$ cat config.mk
export PLATFORM = sky130hd
export DESIGN_NAME = transfer_sequencer
export DESIGN_NICKNAME = d
export VERILOG_FILES = /design/src/rtl/transfer_sequencer.sv
export SDC_FILE = /design/constraint.sdc
export NUM_CORES = 1
export LEC_CHECK = 0
export CAP_MARGIN = 20
export CORE_ASPECT_RATIO = 0.75
export CORE_MARGIN = 2
export CORE_UTILIZATION = 25
export DETAILED_ROUTE_END_ITERATION = 8
export GPL_TIMING_DRIVEN = 0
export MAX_ROUTING_LAYER = met4
export PLACE_DENSITY_LB_ADDON = 0.1
export SLEW_MARGIN = 20
export SYNTH_ARGS = -nofsm -noshare
export SYNTH_HDL_FRONTEND = slang
export SYNTH_SLANG_ARGS = --single-unit
export TNS_END_PERCENT = 1
$ cat constraint.sdc
create_clock -name clk -period 1.8 [get_ports clk]
set_input_delay 0.36 -clock clk [delete_from_list [all_inputs] [get_ports clk]]
set_output_delay 0.36 -clock clk [all_outputs]
set_load 0.1 [all_outputs]
$ cat src/rtl/transfer_sequencer.sv
// Control sequencer for the DataTransfer datapath: takes 16-bit instructions over a
// valid/ready handshake and plays out the registered strobe sequence for each one.
module transfer_sequencer #(
  parameter int unsigned AW    = 5,
  parameter int unsigned DW    = 8,
  parameter int unsigned CNT_W = 16
) (
  input  logic             clk,
  input  logic             rst,
  input  logic [15:0]      instr,
  input  logic             instr_valid,
  output logic             instr_ready,
  output logic             WriteEnable,
  output logic [AW-1:0]    WriteAddr,
  output logic [DW-1:0]    WriteData,
  output logic [AW-1:0]    ReadAddr1,
  output logic [AW-1:0]    ReadAddr2,
  output logic             LD_A,
  output logic             LD_B,
  output logic             LD_C,
  output logic             OEA,
  output logic             OEB,
  output logic             OEC,
  output logic [1:0]       SelMux,
  output logic [2:0]       opcode,
  output logic             enableALU,
  output logic             done,
  output logic             err,
  output logic [CNT_W-1:0] instr_count
);

  typedef enum logic [2:0] {
    StIdle,
    StWrite,
    StLoadAb,
    StExec,
    StWb,
    StDrive
  } state_t;

  localparam logic [1:0] KindLdi = 2'b00;
  localparam logic [1:0] KindAlu = 2'b01;
  localparam logic [1:0] KindMov = 2'b10;

  state_t     state;
  logic [2:0] op_q;
  logic [1:0] src;

  assign src = instr[13:12];

  // Single registered FSM: state plus every output is a flop.
  always_ff @(posedge clk or negedge rst) begin
    if (!rst) begin
      state       <= StIdle;
      op_q        <= '0;
      instr_ready <= 1'b0;
      WriteEnable <= 1'b0;
      WriteAddr   <= '0;
      WriteData   <= '0;
      ReadAddr1   <= '0;
      ReadAddr2   <= '0;
      LD_A        <= 1'b0;
      LD_B        <= 1'b0;
      LD_C        <= 1'b0;
      OEA         <= 1'b0;
      OEB         <= 1'b0;
      OEC         <= 1'b0;
      SelMux      <= 2'b00;
      opcode      <= '0;
      enableALU   <= 1'b0;
      done        <= 1'b0;
      err         <= 1'b0;
      instr_count <= '0;
    end else begin
      // Strobes and pulses default low; bus released unless a MOV drives it.
      instr_ready <= 1'b0;
      WriteEnable <= 1'b0;
      LD_A        <= 1'b0;
      LD_B        <= 1'b0;
      LD_C        <= 1'b0;
      OEA         <= 1'b0;
      OEB         <= 1'b0;
      OEC         <= 1'b0;
      SelMux      <= 2'b11;
      enableALU   <= 1'b0;
      done        <= 1'b0;
      err         <= 1'b0;

      case (state)
        StIdle: begin
          instr_ready <= 1'b1;
          if (instr_valid && instr_ready) begin
            unique case (instr[15:14])
              KindLdi: begin
                state       <= StWrite;
                instr_ready <= 1'b0;
                WriteEnable <= 1'b1;
                WriteAddr   <= instr[8 +: AW];
                WriteData   <= instr[0 +: DW];
              end
              KindAlu: begin
                state       <= StLoadAb;
                instr_ready <= 1'b0;
                ReadAddr1   <= instr[6 +: AW];
                ReadAddr2   <= instr[1 +: AW];
                LD_A        <= 1'b1;
                LD_B        <= 1'b1;
                op_q        <= instr[13:11];
              end
              KindMov: begin
                if (src == 2'b11) begin
                  err <= 1'b1;
                end else begin
                  state       <= StDrive;
                  instr_ready <= 1'b0;
                  SelMux      <= src;
                  OEA         <= (src == 2'b00);
                  OEB         <= (src == 2'b01);
                  OEC         <= (src == 2'b10);
                end
              end
              default: begin
                // NOP retires in place; any nonzero [13:11] makes it illegal.
                if (instr[13:11] == 3'b000) begin
                  done        <= 1'b1;
                  instr_count <= instr_count + CNT_W'(1);
                end else begin
                  err <= 1'b1;
                end
              end
            endcase
          end
        end
        StLoadAb: begin
          state     <= StExec;
          OEA       <= 1'b1;
          OEB       <= 1'b1;
          enableALU <= 1'b1;
          opcode    <= op_q;
        end
        StExec: begin
          state     <= StWb;
          OEA       <= 1'b1;
          OEB       <= 1'b1;
          enableALU <= 1'b1;
          LD_C      <= 1'b1;
        end
        StWrite, StDrive, StWb: begin
          state       <= StIdle;
          instr_ready <= 1'b1;
          done        <= 1'b1;
          instr_count <= instr_count + CNT_W'(1);
        end
        default: begin
          state       <= StIdle;
          instr_ready <= 1'b1;
        end
      endcase
    end
  end

endmodule

==> impl_metrics.env <==
export IMPL_status="complete, but fails checks"
export IMPL_violations="negative setup slack"
export IMPL_grt_total_usage_pct=11.7
export IMPL_rsz0062_at_grt="true"
export IMPL_drive_gt1_share_pct=47.9
export IMPL_io_buffer_count=73
export IMPL_fmax_mhz=547
export IMPL_critPathLaunch="state[2]"
export IMPL_finalHoldViolations=0
export IMPL_n_antenna_cell=0
export IMPL_cts_buffers=9
export IMPL_worst_slack_ns=-0.0285
export IMPL_critical_path_class="reg -> reg"
export IMPL_setup_viol=8
export IMPL_die_w_microns=118
export IMPL_cp_max_fo=10
export IMPL_design_die_area_sq_um=10500
export IMPL_final_nets=282
export IMPL_drtAntennaViolNets=0
export IMPL_syn_area_sq_um=2420
export IMPL_placementRows=31
export IMPL_final_common_cell="clkdlybuf4s15_2"
export IMPL_critPathCaptureType="flop"
export IMPL_grt_start_max_net_pins=54
export IMPL_die_y_microns=89.1
export IMPL_cp_required_ns=2.00
export IMPL_wl_per_cell_microns=14.1
export IMPL_post_dp_hpwl_mm=3.89
export IMPL_yosys_cell_types_count=33
export IMPL_clkSinkCount=60
export IMPL_slew_limit_headroom_pct=61.9
export IMPL_cts_buffer_depth=2
export IMPL_yosys_area_top_type="dfrtp_1"
export IMPL_area_delta_synth_final_pct=57.8
export IMPL_io_pins=74
export IMPL_timing_final_crit_share_pct=102
export IMPL_post_route_min_period_ns=1.83
export IMPL_vias=1667
export IMPL_place_congestion=0.717
export IMPL_stdcell_area_sq_um=3810
export IMPL_vias_per_cell=4.18
export IMPL_max_cap_violations=0
export IMPL_h_tree_depth=3
export IMPL_cp_data_arrival_time_ns=2.03
export IMPL_synth_seq_cells=60
export IMPL_syn_nets=193
export IMPL_grt_pass1_wl_mm=9.07
export IMPL_layout_common_cells="54 x clkdlybuf4s15_2, 48 x dfrtp_1, 16 x mux2_2"
export IMPL_dr_pass1_iters=2
export IMPL_worst_pin_slew_ns=0.574
export IMPL_cts_tree="done"
export IMPL_skew_ns=0.00701
export IMPL_drt_iter0_drc=67
export IMPL_r2r_start="state[2]"
export IMPL_antenna_found_initial=0
export IMPL_clock_root_buffer="clkbuf_16"
export IMPL_drc=0
export IMPL_grt_pass1_vias=1684
export IMPL_overflow=0
export IMPL_timing_hold_worst_class="in -> async"
export IMPL_synth_area_top_cells="dfrtp_1 62%, mux2_2 14%, xor2_1 3.3%"
export IMPL_drt_total_wl_mm=5.62
export IMPL_clock_latency_ns=0.32
export IMPL_synth_top_area_share_pct=62.1
export IMPL_placed_area_sq_um=3350
export IMPL_synth_warnings=0
export IMPL_start_util_pct=25.3
export IMPL_synthCells=173
export IMPL_fin_hold_ws_ns=0.400
export IMPL_syn_avg_cell_area_sq_um=14.0
export IMPL_ys_seq_area_share_pct=62.1
export IMPL_path_clk_slew_ns=0.05
export IMPL_core_area_sq_um=9540
export IMPL_drv_slew=0
export IMPL_startpoint_type="flop"
==> final cells by class <==
class                           instances  area [sq um]
Sequential cell                        60          1520
Multi-Input combinational cell        104           933
Tap cell                              132           165
Fill cell                             932          5730
Clock buffer                           11           233
Timing Repair Buffer                   78           852
Clock inverter                          5          52.6
Buffer                                  4          41.3
Inverter                                5          18.8
==> timing repair <==
| action | in CTS | in global routing |
|---|---|---|
| gates resized for setup | 175 | 12 |
| endpoints found under the hold margin | 7 | 0 |
| setup buffers | 0 | 3 |
| endpoints found under the setup margin | 78 | 20 |
| hold buffers | 1 | 0 |
| pin swaps | 2 | 1 |
==> worst max-delay path, cell delays in order, from the launching register on <==
cell     delay [ns]
dfrtp_1        0.42
nor3_4         0.27
nand3_4        0.13
nor3b_4        0.32
buf_6          0.22
mux2_2         0.34
==> metrics by stage <==
stage,TNS (ns),utilization (%),worst slack [ns],std cells
after detailed placement,-15.00,35.1,-0.418,379
after floorplan,-0.597,-,-0.0791,173
after CTS,-0.585,39.2,-0.0788,396
final,-0.160,40.0,-0.0285,399
after global routing,-1.72,40.0,-0.126,399
after global placement,-127.16,34.9,-2.06,378
==> cells in the mapped netlist, drive strengths merged <==
library cell and instances:
mux2 29, and4 1, xor2 9, and2 2
o21a 2, inv 5, or2 2, xnor2 6
o21bai 2, nand4bb 1, nor3 9, dfrtp 60
nor3b 2, nor2b 1, nor2 4, a41oi 1
nand3 7, a21o 1, nand2 11, ha 1
buf 4, a2bb2oi 1, and4b 1, nand4 4
nor4 3, o21ai 1, a211oi 2, nor4b 1
==> cells by family (layout without fill, tap and decap cells) <==
group	after synthesis	after routing	share of synthesized area (%)
simple gates	49	49	12.7
xor+xnor	15	15	5.44
buf+inv	9	103	2.33
compound gates	10	10	3.37
flops	60	60	62.1
fa+ha+maj	1	1	0.518
mux	29	29	13.5
==> routing by layer <==
metal / wire [microns] / global-route usage [%]
met5: 0 / -
met4: 91 / 5.26
met3: 257 / 3.51
met2: 2410 / 16.6
met1: 2860 / 15.3
==> flip-flops by register name, summed over array words and instances (netlist names) <==
name	count
state	3
LD_B	1
OEA	1
SelMux	2
WriteData	8
OEB	1
WriteAddr	5
done	1
instr_ready	1
ReadAddr1	5
OEC	1
WriteEnable	1
ReadAddr2	5
LD_C	1
op_q	3
instr_count	16
opcode	3
enableALU	1
err	1
==> path summary, 6_finish.rpt <==
path	to	slack, ns	depth (start not counted)
min in group clk	instr_count[15]	0.48	1
hold / removal	SelMux[1]	0.40	2
setup reg to reg	ReadAddr2[1]	-0.03	5
hold reg to reg	instr_count[15]	0.48	1
setup / recovery	ReadAddr2[1]	-0.03	5
max in group asynchronous	instr_count[7]	0.88	3
Power is left out: the tool's default activity adds up to more than one toggle a clock period on the data nets, which glitch-free logic cannot reach.
